--- config.mk ---
export PLATFORM = sky130hd
export DESIGN_NAME = ltssm_substate_sequencer
export DESIGN_NICKNAME = d
export VERILOG_FILES = /design/src/rtl/ltssm_pkg.sv /design/src/rtl/ltssm_watchdog.sv /design/src/rtl/ltssm_substate_sequencer.sv
export SDC_FILE = /design/constraint.sdc
export NUM_CORES = 1
export LEC_CHECK = 0
export ABC_AREA = 1
export CAP_MARGIN = 20
export CORE_ASPECT_RATIO = 0.75
export CORE_MARGIN = 2
export CORE_UTILIZATION = 49
export DETAILED_ROUTE_END_ITERATION = 16
export PLACE_DENSITY = 0.68
export SLEW_MARGIN = 20
export SYNTH_ARGS = -nofsm -noshare
export SYNTH_HDL_FRONTEND = slang
export SYNTH_HIERARCHICAL = 1
export SYNTH_SLANG_ARGS = --single-unit
--- constraint.sdc ---
create_clock -name clk -period 2.3 [get_ports clk]
set_clock_uncertainty 0.1 [all_clocks]
set_input_delay 0.23 -clock clk [delete_from_list [all_inputs] [get_ports clk]]
set_output_delay 0.23 -clock clk [all_outputs]
set_load 0.05 [all_outputs]
--- src/rtl/ltssm_pkg.sv ---
// Shared LTSSM encodings: substates, sequencer FSM states, Gen constants.
// Used by the substate sequencer and the Rx/Tx LTSSM halves.
package ltssm_pkg;

  localparam logic [3:0] DETECT_QUIET         = 4'd0;
  localparam logic [3:0] DETECT_ACTIVE        = 4'd1;
  localparam logic [3:0] POLLING_ACTIVE       = 4'd2;
  localparam logic [3:0] POLLING_CONFIG       = 4'd3;
  localparam logic [3:0] CFG_LINK_WIDTH_START = 4'd4;
  localparam logic [3:0] CFG_LINK_WIDTH_ACCEPT = 4'd5;
  localparam logic [3:0] CFG_LANE_NUM_WAIT    = 4'd6;
  localparam logic [3:0] CFG_LANE_NUM_ACCEPT  = 4'd7;
  localparam logic [3:0] CFG_COMPLETE         = 4'd8;
  localparam logic [3:0] CFG_IDLE             = 4'd9;
  localparam logic [3:0] L0                   = 4'd10;
  localparam logic [3:0] REC_RCVR_LOCK        = 4'd11;
  localparam logic [3:0] REC_SPEED            = 4'd12;
  localparam logic [3:0] REC_RCVR_CFG         = 4'd13;
  localparam logic [3:0] REC_IDLE             = 4'd14;
  localparam logic [3:0] RESERVED_SUBSTATE    = 4'd15;

  localparam logic [2:0] GEN1 = 3'd1;
  localparam logic [2:0] GEN2 = 3'd2;
  localparam logic [2:0] GEN3 = 3'd3;
  localparam logic [2:0] GEN4 = 3'd4;
  localparam logic [2:0] GEN5 = 3'd5;

  typedef enum logic [1:0] {
    SEQ_IDLE,
    SEQ_ISSUE,
    SEQ_WAIT,
    SEQ_DECIDE
  } seqState_t;

  // Gen 0 is not a real rate, so it means Gen1.
  function automatic logic [2:0] clampGen(
    input logic [2:0] target,
    input logic [2:0] maxGen
  );
    logic [2:0] g;
    g = (target == 3'd0) ? GEN1 : target;
    if (g > maxGen) g = maxGen;
    return g;
  endfunction

endpackage

--- src/rtl/ltssm_watchdog.sv ---
// Hang watchdog: counts while enabled, pulses expire on the last count.
// Clear reloads to zero; shared by the sequencer and the Tx half.
module ltssm_watchdog #(
  parameter logic [23:0] CYCLES = 24'd12_000_000
) (
  input  logic clk,
  input  logic reset,
  input  logic clear,
  input  logic enable,
  output logic expire
);

  logic [23:0] count;

  assign expire = enable && (count == CYCLES - 24'd1);

  always_ff @(posedge clk) begin
    if (reset || clear) begin
      count <= '0;
    end else if (enable) begin
      if (expire) count <= '0;
      else        count <= count + 24'd1;
    end
  end

endmodule

--- src/rtl/ltssm_substate_sequencer.sv ---
// Owns the shared LTSSM substate; arbitrates Rx/Tx exit requests and Gen.
// Define LTSSM_RECOVERY_COUNT_EN to add the L0->Recovery counter output.
module ltssm_substate_sequencer
  import ltssm_pkg::*;
#(
  parameter logic [23:0] WATCHDOG_CYCLES = 24'd12_000_000,
  parameter int unsigned MAX_GEN         = 3
) (
  input  logic       clk,
  input  logic       reset,
  input  logic       enable,
  input  logic       rxFinish,
  input  logic [3:0] rxExitTo,
  input  logic       txFinish,
  input  logic [3:0] txExitTo,
  input  logic       directed_speed_change,
  input  logic [2:0] trainToGen,
  output logic [3:0] substate,
  output logic [2:0] Gen,
  output logic       startPulse,
  output logic       linkUp,
  output logic       mismatchError,
  output logic       watchdogError
`ifdef LTSSM_RECOVERY_COUNT_EN
  ,
  output logic [7:0] recoveryCount
`endif
);

  localparam logic [2:0] MAX_GEN_L = 3'(MAX_GEN);

  seqState_t  state, stateNext;
  logic [3:0] substateNext;
  logic [2:0] genNext;
  logic       mismatchNext, watchdogNext;
  logic       rxDone, txDone;
  logic [3:0] rxExit, txExit;
  logic       bothDone, wdExpire;
  logic [3:0] agreedExit;

  assign startPulse = (state == SEQ_ISSUE);
  assign bothDone   = (rxDone | rxFinish) & (txDone | txFinish);
  assign agreedExit = (rxExit == RESERVED_SUBSTATE) ? DETECT_QUIET : rxExit;

  ltssm_watchdog #(
    .CYCLES(WATCHDOG_CYCLES)
  ) uWatchdog (
    .clk   (clk),
    .reset (reset),
    .clear (state == SEQ_ISSUE),
    .enable(state == SEQ_WAIT),
    .expire(wdExpire)
  );

  always_comb begin
    stateNext    = state;
    substateNext = substate;
    genNext      = Gen;
    mismatchNext = 1'b0;
    watchdogNext = 1'b0;
    if (!enable) begin
      stateNext    = SEQ_IDLE;
      substateNext = DETECT_QUIET;
      genNext      = GEN1;
    end else begin
      unique case (state)
        SEQ_IDLE:  stateNext = SEQ_ISSUE;
        SEQ_ISSUE: stateNext = SEQ_WAIT;
        SEQ_WAIT: begin
          if (bothDone) begin
            stateNext = SEQ_DECIDE;
          end else if (wdExpire) begin
            stateNext    = SEQ_ISSUE;
            substateNext = DETECT_QUIET;
            genNext      = GEN1;
            watchdogNext = 1'b1;
          end
        end
        SEQ_DECIDE: begin
          stateNext = SEQ_ISSUE;
          if (rxExit != txExit) begin
            mismatchNext = 1'b1;
            substateNext = DETECT_QUIET;
          end else begin
            substateNext = agreedExit;
          end
          if (substateNext == DETECT_QUIET)
            genNext = GEN1;
          else if (substate == REC_RCVR_CFG &&
                   substateNext == REC_SPEED &&
                   directed_speed_change)
            genNext = clampGen(trainToGen, MAX_GEN_L);
        end
        default: stateNext = SEQ_IDLE;
      endcase
    end
  end

  always_ff @(posedge clk) begin
    if (reset) begin
      state         <= SEQ_IDLE;
      substate      <= DETECT_QUIET;
      Gen           <= GEN1;
      linkUp        <= 1'b0;
      mismatchError <= 1'b0;
      watchdogError <= 1'b0;
      rxDone        <= 1'b0;
      txDone        <= 1'b0;
      rxExit        <= '0;
      txExit        <= '0;
    end else begin
      state         <= stateNext;
      substate      <= substateNext;
      Gen           <= genNext;
      linkUp        <= (substateNext == L0);
      mismatchError <= mismatchNext;
      watchdogError <= watchdogNext;
      if (state == SEQ_ISSUE) begin
        rxDone <= 1'b0;
        txDone <= 1'b0;
      end else if (state == SEQ_WAIT) begin
        // First report wins; repeats are ignored.
        if (rxFinish && !rxDone) begin
          rxDone <= 1'b1;
          rxExit <= rxExitTo;
        end
        if (txFinish && !txDone) begin
          txDone <= 1'b1;
          txExit <= txExitTo;
        end
      end
    end
  end

`ifdef LTSSM_RECOVERY_COUNT_EN
  always_ff @(posedge clk) begin
    if (reset || substateNext == DETECT_QUIET) begin
      recoveryCount <= '0;
    end else if (enable && state == SEQ_DECIDE &&
                 substate == L0 &&
                 substateNext == REC_RCVR_LOCK &&
                 recoveryCount != 8'hFF) begin
      recoveryCount <= recoveryCount + 8'd1;
    end
  end
`endif

endmodule
======== Yosys cells after proc, flatten, opt, wreduce, memory -nomap -nowiden ========
Cells that the tools add are included.
word-level totals
  register bits after elaboration ......... 46
  bits of input ports ..................... 17
  logic and storage cells ................. 76
operators by class
  $add $sub $neg .......................... 1
  order comparisons ....................... 1
  equal/unequal tests ..................... 13
  multiplexer cells ....................... 21
  bitwise operators ....................... 7
  reduce and logical (&&, ||, !) cells .... 22
operators with widths
  kind                   count
  $mux 4                 7
  $add 24x1->24 const B  1
  $eq 24x24->1 const B   1
  $mux 24                1
  $mux 3                 6
  $eq 4x4->1 const B     4
  $pmux 4 s2             1
  $ne 3x3->1 const B     2
  $pmux 2 s3             1
  $pmux 3 s2             1
  $reduce_and 3->1       2
  $reduce_or 2->1        3
  $logic_and 1x1->1      5
  $eq 2x2->1 const B     2
  $logic_not 4->1        1
  $mux 2                 2
  $ne 2x2->1 const B     2
  $ne 4x4->1             1
  $not 1->1              4
  $reduce_and 2->1       2
  $reduce_and 4->1       1
  $reduce_or 4->1        1
  $gt 3x2->1 const B     1
  $logic_not 3->1        1
  9 further kinds        12

======== Logic depth before layout (Yosys ltp) ========
Gate-level depths: netlist (run 1).
  depth in word-level cells ............... 11
  gate-level depth with buffers ........... 13
  gate-level depth less buffers ........... 13

======== By module ========
The synthesis (run 1) kept the hierarchy.
by module, submodules not included
  module                    times used  cells an instance  area an instance (um2)  seq. area each (um2)
  ltssm_watchdog            1           206                1372.6                  480.5
  ltssm_substate_sequencer  1           158                1072.3                  440.4

======== Worst setup path before layout (run 1) ========
No wires, ideal clock.
  path kind ............................... register to register
  start point ............................. reg state[1]
  end point ............................... reg linkUp
  library setup time ...................... 0.078 ns
  arrival time ............................ 1.735 ns
  data required time ...................... 2.122 ns
  slack ................................... 0.387 ns
  cell stages (with the launch flop) ...... 12
  path buffers ............................ 0
  period minus slack after synthesis ...... 1.913 ns
  path through ............................ dfxtp_1 > inv_1 > nor2_2 > nand3_1 > nor3_1 > nand3_1 > nor2_1 > or2_1 > nand3_1 > a21boi_1 > nor2_1 > nor3_1
between the ends
  cells in the longest elaborated chain, start to end .. 7
  elaborated cells on any way between the ends .. 8
ends and longest elaborated chain
  what                      RTL line                         RTL
  start: declaration        ltssm_substate_sequencer.sv:32   seqState_t state, stateNext;
  start signal: assignment  ltssm_substate_sequencer.sv:112  state <= stateNext;
  $eq 2x2->1                ltssm_substate_sequencer.sv:51   .enable(state == SEQ_WAIT),
  $logic_and 1x1->1         ltssm_watchdog.sv:15             assign expire = enable && (count == CYCLES - 24'd1);
  via wdExpire              ltssm_substate_sequencer.sv:38   logic bothDone, wdExpire;
  $mux 4                    ltssm_substate_sequencer.sv:72   end else if (wdExpire) begin
  $mux 4                    ltssm_substate_sequencer.sv:70   if (bothDone) begin
  $pmux 4 s2                ltssm_substate_sequencer.sv:66   unique case (state)
  $mux 4                    ltssm_substate_sequencer.sv:61   if (!enable) begin
  $eq 4x4->1                ltssm_substate_sequencer.sv:115  linkUp <= (substateNext == L0);
  end signal: assignment    ltssm_substate_sequencer.sv:115
  end: declaration          ltssm_substate_sequencer.sv:21   output logic linkUp,
The timed path passes the listed nets, and every way through them passes these cells.
A chain may end at the register's enable or synchronous reset.

======== Final worst setup path (run 1) ========
  start point ............................. reg state[1]
  end point ............................... out startPulse
between the ends
  cells in the longest elaborated chain, start to end .. 1
ends and longest elaborated chain
  what              RTL line                        RTL
  $eq 2x1->1        ltssm_substate_sequencer.sv:41  assign startPulse = (state == SEQ_ISSUE);
  end: declaration  ltssm_substate_sequencer.sv:20  output logic startPulse,
No other way between the ends.

==> summary.log, run 1 <==
INFO  global_routing grt_pass1_wl=9540µm
INFO  power_and_ir_drop peakVddDrop=0.471mV
INFO  synth          synth_cells=364
INFO  floorplanning  initial_utilization=0.505
INFO  route          wl=5660µm
INFO  clocking       clock_tree.htree_level_count=2
INFO  timing         finalCritPeriodShare=0.902
INFO  synth          number_of_warnings_reported_in_the_yosys_synthesis_log=6
INFO  clocking       cts-root-to-sink-buffers=2
INFO  placement      gp_congestion=0.903
INFO  global_routing sum_of_overflow_across_all_layers_after_global_routing=0
INFO  layout         final_common_cell=nand2_1
INFO  synth          adder_and_majority_cell_fraction_of_the_synthesized_area=0.00512
INFO  layout         areaGrowthSynthToFinish=20.1%
INFO  clocking       clkLatencyLatePin=0.30ns
INFO  worst_setup_path kind_of_end_point_of_the_critical_path=output port
INFO  synth          synth_top_family_by_area=simple AND/OR/NAND/NOR gates
INFO  timing         setup_viol=0
INFO  timing         finalCriticalPeriod=2.07ns
INFO  worst_setup_path crit_path_max_fanout=3
INFO  global_routing largest_net_degree_at_the_start_of_global_routing=15
INFO  timing         fin_tns_setup=0ns
INFO  synth          netlist.top_cell.by_area=dfxtp_1
INFO  synth          syn_avg_cell_area=6.72µm²
INFO  floorplanning  core_box_area=4840µm²
INFO  route          remaining_drc_errors=0
INFO  timing         rsz0062_at_grt=no
INFO  route          drt_first_pass_iters=4
INFO  clocking       clk_root_buffer_cell=clkbuf_8
INFO  global_routing grt_antenna_before_repair=0
INFO  placement      dp_hpwl=4350µm
INFO  timing         worst-slew-pin-transition=0.501ns
INFO  synth          muxShareOfSynthArea=0
INFO  clocking       numCtsBuffers=5
INFO  timing         timing.slew.headroom=0.665
INFO  synth          synth_simple_gate_area_frac=0.410
INFO  synth          compound_cell_area_share_of_the_yosys_netlist=0.0783
INFO  floorplanning  die_w=85.6µm
INFO  synth          post_synth_xor_area_fraction=0.0466
INFO  global_routing first_global_vias=2046
INFO  layout         layout-drive-gt1-share=0.102
INFO  synth          syn-cell-area=2440µm²
INFO  worst_hold_path min-delay-path-class=reg2reg
INFO  worst_setup_path worst_setup_path_start_kind=register
INFO  floorplanning  die_height=65.2µm
INFO  placement      placed_cells_incl_taps=454
INFO  synth          ys_seq_elements=46
INFO  worst_setup_path arrival_time_of_the_worst_setup_path=1.74ns
INFO  clocking       clock_slew_at_the_register_clock_pins_of_the_worst_setup_and_hold_paths=0.09ns
INFO  layout         fin_cells=462
INFO  worst_setup_path classification_of_the_worst_setup_path=reg2out
INFO  layout         final_cell_mix=nand2_1, nor2_1, inv_1, dfxtp_1, nand3_1
INFO  synth          ys_seq_area_frac=0.377
INFO  worst_setup_path critical_path_rt=1.97ns
INFO  synth          synth_cell_type_count=30
INFO  synth          post-synth-top-area-fraction=0.377
INFO  floorplanning  fp.dieArea=5580µm²
INFO  global_routing grt.total_usage=0.216
INFO  layout         finalNetCount=419
INFO  clocking       postCtsResizedCells=0
INFO  route          routed-via-count=2274
INFO  status         outcome=completed
INFO  job            max_cap_violations=0
INFO  layout         antennaDiodeCount=0
INFO  synth          syn-num-nets=382
INFO  route          count_of_routing_violations_after_the_opening_detailed_route_iteration=143
INFO  route          antenna_left=0
INFO  clocking       cts.hold.buffers_added=0
INFO  power_and_ir_drop leakage=1.15nW
INFO  route          routed_length_per_instance=12.2µm
INFO  placement      portBuffers=27
INFO  route          avg_vias_per_cell=4.92
INFO  clocking       tritoncts=done
INFO  power_and_ir_drop power_density=522nW/µm²
INFO  timing         final-hold-violation-count=0
INFO  clocking       cts_post_setup_buffers_inserted=0
INFO  floorplanning  std_cell_rows=22
INFO  clocking       clock_sink_count=46
INFO  floorplanning  boundaryPins=28
INFO  timing         fmax=482MHz
INFO  timing         final-max-slew-violation-count=0
INFO  synth          synth_top_cells_by_area=dfxtp_1, nand2_1, nor2_1, inv_1, nand3_1
through the flow:
stage                      util  power, mW  instance area (µm²)  worst slack, ns  hold slack (ns)
after floorplan               -      0.896                 2440            0.387            0.202
after global placement    0.581      0.951                 2810            0.405            0.328
after detailed placement  0.581      0.951                 2810            0.292            0.333
after CTS                 0.603       1.55                 2920            0.228            0.345
after global routing      0.606       1.61                 2940           0.0311            0.364
final                     0.606       1.53                 2940            0.226            0.340
final timing paths:
check	start	endpoint	slack [ns]	cells past startpoint
hold reg to reg	Gen[2]	Gen[2]	0.34	2
hold / removal	Gen[2]	Gen[2]	0.34	2
setup reg to reg	uWatchdog/count[0]	linkUp	0.25	10
setup / recovery	state[1]	startPulse	0.23	4
layout make-up:
type,count,area (µm²)
Fill cell,462,1910
Multi-Input combinational cell,264,1330
Sequential cell,46,921
Timing Repair Buffer,30,293
Inverter,54,203
Tap cell,60,75.1
Clock buffer,6,72.6
Clock inverter,2,37.5
cell usage after synthesis:
| cell | number |
|---|---|
| nand2_1 | 78 |
| nor2_1 | 60 |
| inv_1 | 49 |
| dfxtp_1 | 46 |
| nand3_1 | 31 |
| o21ai_0 | 16 |
| a21oi_1 | 14 |
| nor3_1 | 13 |
| xor2_1 | 11 |
| nor2_2 | 7 |
| nand2_2 | 5 |
| nor2_4 | 5 |
| inv_2 | 3 |
| nand2_4 | 3 |
| nand3_2 | 3 |
| nand4_1 | 3 |
| clkinv_1 | 2 |
| nand3b_1 | 2 |
| xnor2_1 | 2 |
| a21boi_1 | 1 |
| a31oi_1 | 1 |
| ha_1 | 1 |
| nor3_4 | 1 |
| nor3b_1 | 1 |
| nor4_1 | 1 |
| o211ai_1 | 1 |
| o21ai_1 | 1 |
| o21ai_2 | 1 |
| o22ai_1 | 1 |
| or2_1 | 1 |
flip-flops by register name (all words and copies together) (netlist names):
name / count
state: 2
mismatchError: 1
uWatchdog/count: 24
rxDone: 1
rxExit: 4
txDone: 1
substate: 4
txExit: 4
linkUp: 1
watchdogError: 1
Gen: 3
routing by layer:
metal,part of all wire,up-vias,track usage
met4,0.0064,0,0.0536
met1,0.53,1006,0.323
met5,0,-,0
li1,-,1221,-
met2,0.41,43,0.309
met3,0.052,4,0.0528
logic make-up (layout without fill, tap and decap cells):
family                   Yosys count  after routing
flip-flops                        46             46
adder cells (fa/ha/maj)            1              1
XOR/XNOR                          13             13
AO/OA/AOI/OAI                     36             36
AND/OR/NAND/NOR                  214            214
buffers and inverters             54             92
worst max-delay path, stage by stage (launching register included):
cell             delay [ns]
dfxtp_1                0.34
inv_1                  0.09
nand2_1                0.09
inv_1                  0.11
clkdlybuf4s50_1        0.81
power breakdown:
group,internal (mW),switching [mW]
sequential,0.802,0.00584
combinational,0.0530,0.0719
clock,0.324,0.275
total,1.18,0.353
Power figures use the tool's default switching activity.
==> run 2, diff against run 1 <==
CELL_PAD_IN_SITES_DETAIL_PLACEMENT = 0   (was not set)
CELL_PAD_IN_SITES_GLOBAL_PLACEMENT = 1   (was not set)
CORE_UTILIZATION = 40   (was 49)
PLACE_DENSITY = 0.77   (was 0.68)
==> run 2 against run 1 <==
Count of clock-buffer cells in the layout did not move. Combinational power is essentially flat. Global-route usage decreased by 2.8 points.
==> summary.log, run 2 (synthesis results as in run 1) <==
INFO  route          antenna_left=0 [unchanged]
INFO  floorplanning  fp.dieArea=6760µm² [+21%]
INFO  timing         finalCriticalPeriod=2.04ns [-0.0321 ns]
INFO  worst_setup_path crit_path_max_fanout=3 [unchanged]
INFO  clocking       cts-root-to-sink-buffers=2 [unchanged]
INFO  timing         final-hold-violation-count=0 [unchanged]
INFO  placement      portBuffers=27 [unchanged]
INFO  floorplanning  std_cell_rows=24 [+9.1%]
INFO  worst_setup_path reg2reg_depth=10 [unchanged]
INFO  worst_setup_path timing.reg2reg.setup_slack=0.26ns [about the same]
INFO  route          count_of_routing_violations_after_the_opening_detailed_route_iteration=137 [-4.2%]
INFO  status         outcome=completed
INFO  placement      gp_congestion=0.838 [-7.1%]
INFO  worst_setup_path arrival_time_of_the_worst_setup_path=1.71ns [-0.03 ns]
INFO  clocking       clkLatencyLatePin=0.29ns [about the same]
INFO  power_and_ir_drop leakage=1.16nW [+0.54%]
INFO  timing         finalCritPeriodShare=0.888 [-0.0140]
INFO  worst_hold_path min_from=Gen[2]
INFO  worst_setup_path classification_of_the_worst_setup_path=reg2out
INFO  clocking       numCtsBuffers=5 [unchanged]
INFO  worst_setup_path rr_startpoint=uWatchdog/count[1]
INFO  layout         layout-drive-gt1-share=0.102 [+0.000254]
INFO  global_routing grt_pass1_wl=9950µm [+4.3%]
INFO  worst_hold_path min-delay-path-class=reg2reg
INFO  route          wl=5730µm [+1.3%]
INFO  worst_setup_path endpoint_of_the_worst_register_to_register_path=linkUp
INFO  power_and_ir_drop peakVddDrop=0.363mV [-23%]
INFO  floorplanning  die_height=71.7µm [+10%]
INFO  placement      dp_hpwl=4580µm [+5.4%]
INFO  clocking       tritoncts=done
INFO  global_routing grt_antenna_before_repair=0 [unchanged]
INFO  timing         setup_viol=0 [unchanged]
INFO  route          routed_length_per_instance=12.0µm [-2.3%]
INFO  floorplanning  core_box_area=5860µm² [+21%]
INFO  route          avg_vias_per_cell=4.74 [-3.7%]
INFO  layout         areaGrowthSynthToFinish=20.9%
INFO  timing         fin_tns_setup=0ns [unchanged]
INFO  layout         final_design_area_no_fill=2960µm² [+0.72%]
INFO  route          drt_first_pass_iters=4 [unchanged]
INFO  worst_hold_path hold_end=Gen[2]
INFO  global_routing sum_of_overflow_across_all_layers_after_global_routing=0 [unchanged]
INFO  floorplanning  boundaryPins=28 [unchanged]
INFO  layout         finalNetCount=419 [unchanged]
INFO  worst_hold_path holdPathStages=2 [unchanged]
INFO  floorplanning  die_w=94.3µm [+10%]
INFO  timing         timing.hold.ws=0.342ns [+0.00198 ns]
INFO  timing         worst-slew-pin-transition=0.501ns [+0.000122 ns]
INFO  global_routing grt.total_usage=0.188 [-0.0280]
INFO  job            max_cap_violations=0 [unchanged]
INFO  layout         antennaDiodeCount=0 [unchanged]
INFO  worst_setup_path critical_path_rt=1.97ns [about the same]
INFO  timing         rsz0062_at_grt=no
INFO  timing         timing.slew.headroom=0.665 [about the same]
INFO  layout         final_cell_mix=nand2_1, nor2_1, inv_1, dfxtp_1, nand3_1
INFO  clocking       clock_tree.htree_level_count=2 [unchanged]
INFO  global_routing largest_net_degree_at_the_start_of_global_routing=14 [-1]
INFO  power_and_ir_drop power=1.55mW [+1.0%]
INFO  worst_setup_path worst_setup_path_start_kind=register
INFO  layout         largest_register=uWatchdog/count
INFO  route          routed-via-count=2271 [-0.13%]
INFO  layout         final_common_cell=nand2_1
INFO  clocking       clock_slew_at_the_register_clock_pins_of_the_worst_setup_and_hold_paths=0.08ns [about the same]
INFO  clocking       clock_sink_count=46 [unchanged]
INFO  worst_setup_path kind_of_end_point_of_the_critical_path=output port
INFO  placement      post_dp_cell_area=2840µm² [+0.80%]
INFO  timing         final-max-slew-violation-count=0 [unchanged]
INFO  layout         largest_register_ffs=24 [unchanged]
INFO  clocking       clk_root_buffer_cell=clkbuf_8
INFO  global_routing first_global_vias=2058 [+0.59%]
INFO  layout         final_core_util=0.505 [-0.101]
INFO  floorplanning  initial_utilization=0.418 [-0.0871]
INFO  route          remaining_drc_errors=0 [unchanged]
INFO  power_and_ir_drop power_density=524nW/µm² [+0.29%]
INFO  timing         fmax=490MHz [+1.6%]
run 2: changes by cell type in the layout (fill, tap and decap cells not counted):
cell / change
clkbuf_1: -1
clkbuf_8: +1
clkinvlp_4: -1
dfxtp_1: -1
dfxtp_2: +1
nor3_1: +1
nor3_2: -1
run 2: where the power goes:
group          switching, mW  internal, mW  total (mW)
Sequential           0.00552         0.803       0.808
Clock                  0.266         0.348       0.614
Combinational         0.0733        0.0530       0.126
run 2: worst max-delay path by stage:
stage	to	startpoint	depth (start not counted)	slack, ns
final	startPulse	state[1]	4	0.26
after detailed placement	linkUp	uWatchdog/count[0]	10	0.28
after floorplan	linkUp	state[1]	11	0.39
after global routing	linkUp	uWatchdog/count[1]	10	0.03
after CTS	linkUp	uWatchdog/count[0]	10	0.23
after global placement	Gen[1]	uWatchdog/count[0]	11	0.35
run 2: critical path, cell delays in order (launching register included):
cell             delay, ns
dfxtp_1               0.33
inv_1                 0.08
nand2_1               0.11
inv_1                 0.10
clkdlybuf4s50_1       0.80
run 2: final cells by class:
type | count | area, µm²
Fill cell | 610 | 2900
Multi-Input combinational cell | 264 | 1330
Sequential cell | 46 | 922
Timing Repair Buffer | 30 | 293
Inverter | 54 | 203
Tap cell | 78 | 97.6
Clock buffer | 6 | 82.6
Clock inverter | 1 | 30.0
run 2: per-layer routing:
metal,vias to the layer above,GRT usage,share of wire,wire [µm]
met5,-,0,0,0
met4,0,0.0435,0.0047,27
met3,2,0.0358,0.058,331
met2,54,0.249,0.39,2220
met1,991,0.306,0.55,3160
li1,1224,-,-,-
run 2: metrics by stage:
step	cells	worst slack (ns)
after CTS	479	0.225
after global routing	479	0.0280
final	479	0.258
after detailed placement	472	0.276
after floorplan	364	0.387
after global placement	472	0.353
run 2: what timing repair did:
| action | in CTS | in global routing |
|---|---|---|
| setup endpoints to repair | 0 | 1 |
| gates resized for setup | 0 | 3 |
| buffers inserted | 0 | 0 |
| hold buffers | 0 | 0 |
==> run 3, diff against run 2 <==
SLEW_MARGIN = not set   (was 20)
==> results of run 3 <==
Same layout as run 2: the final DEF is identical, and so are final timing and power.
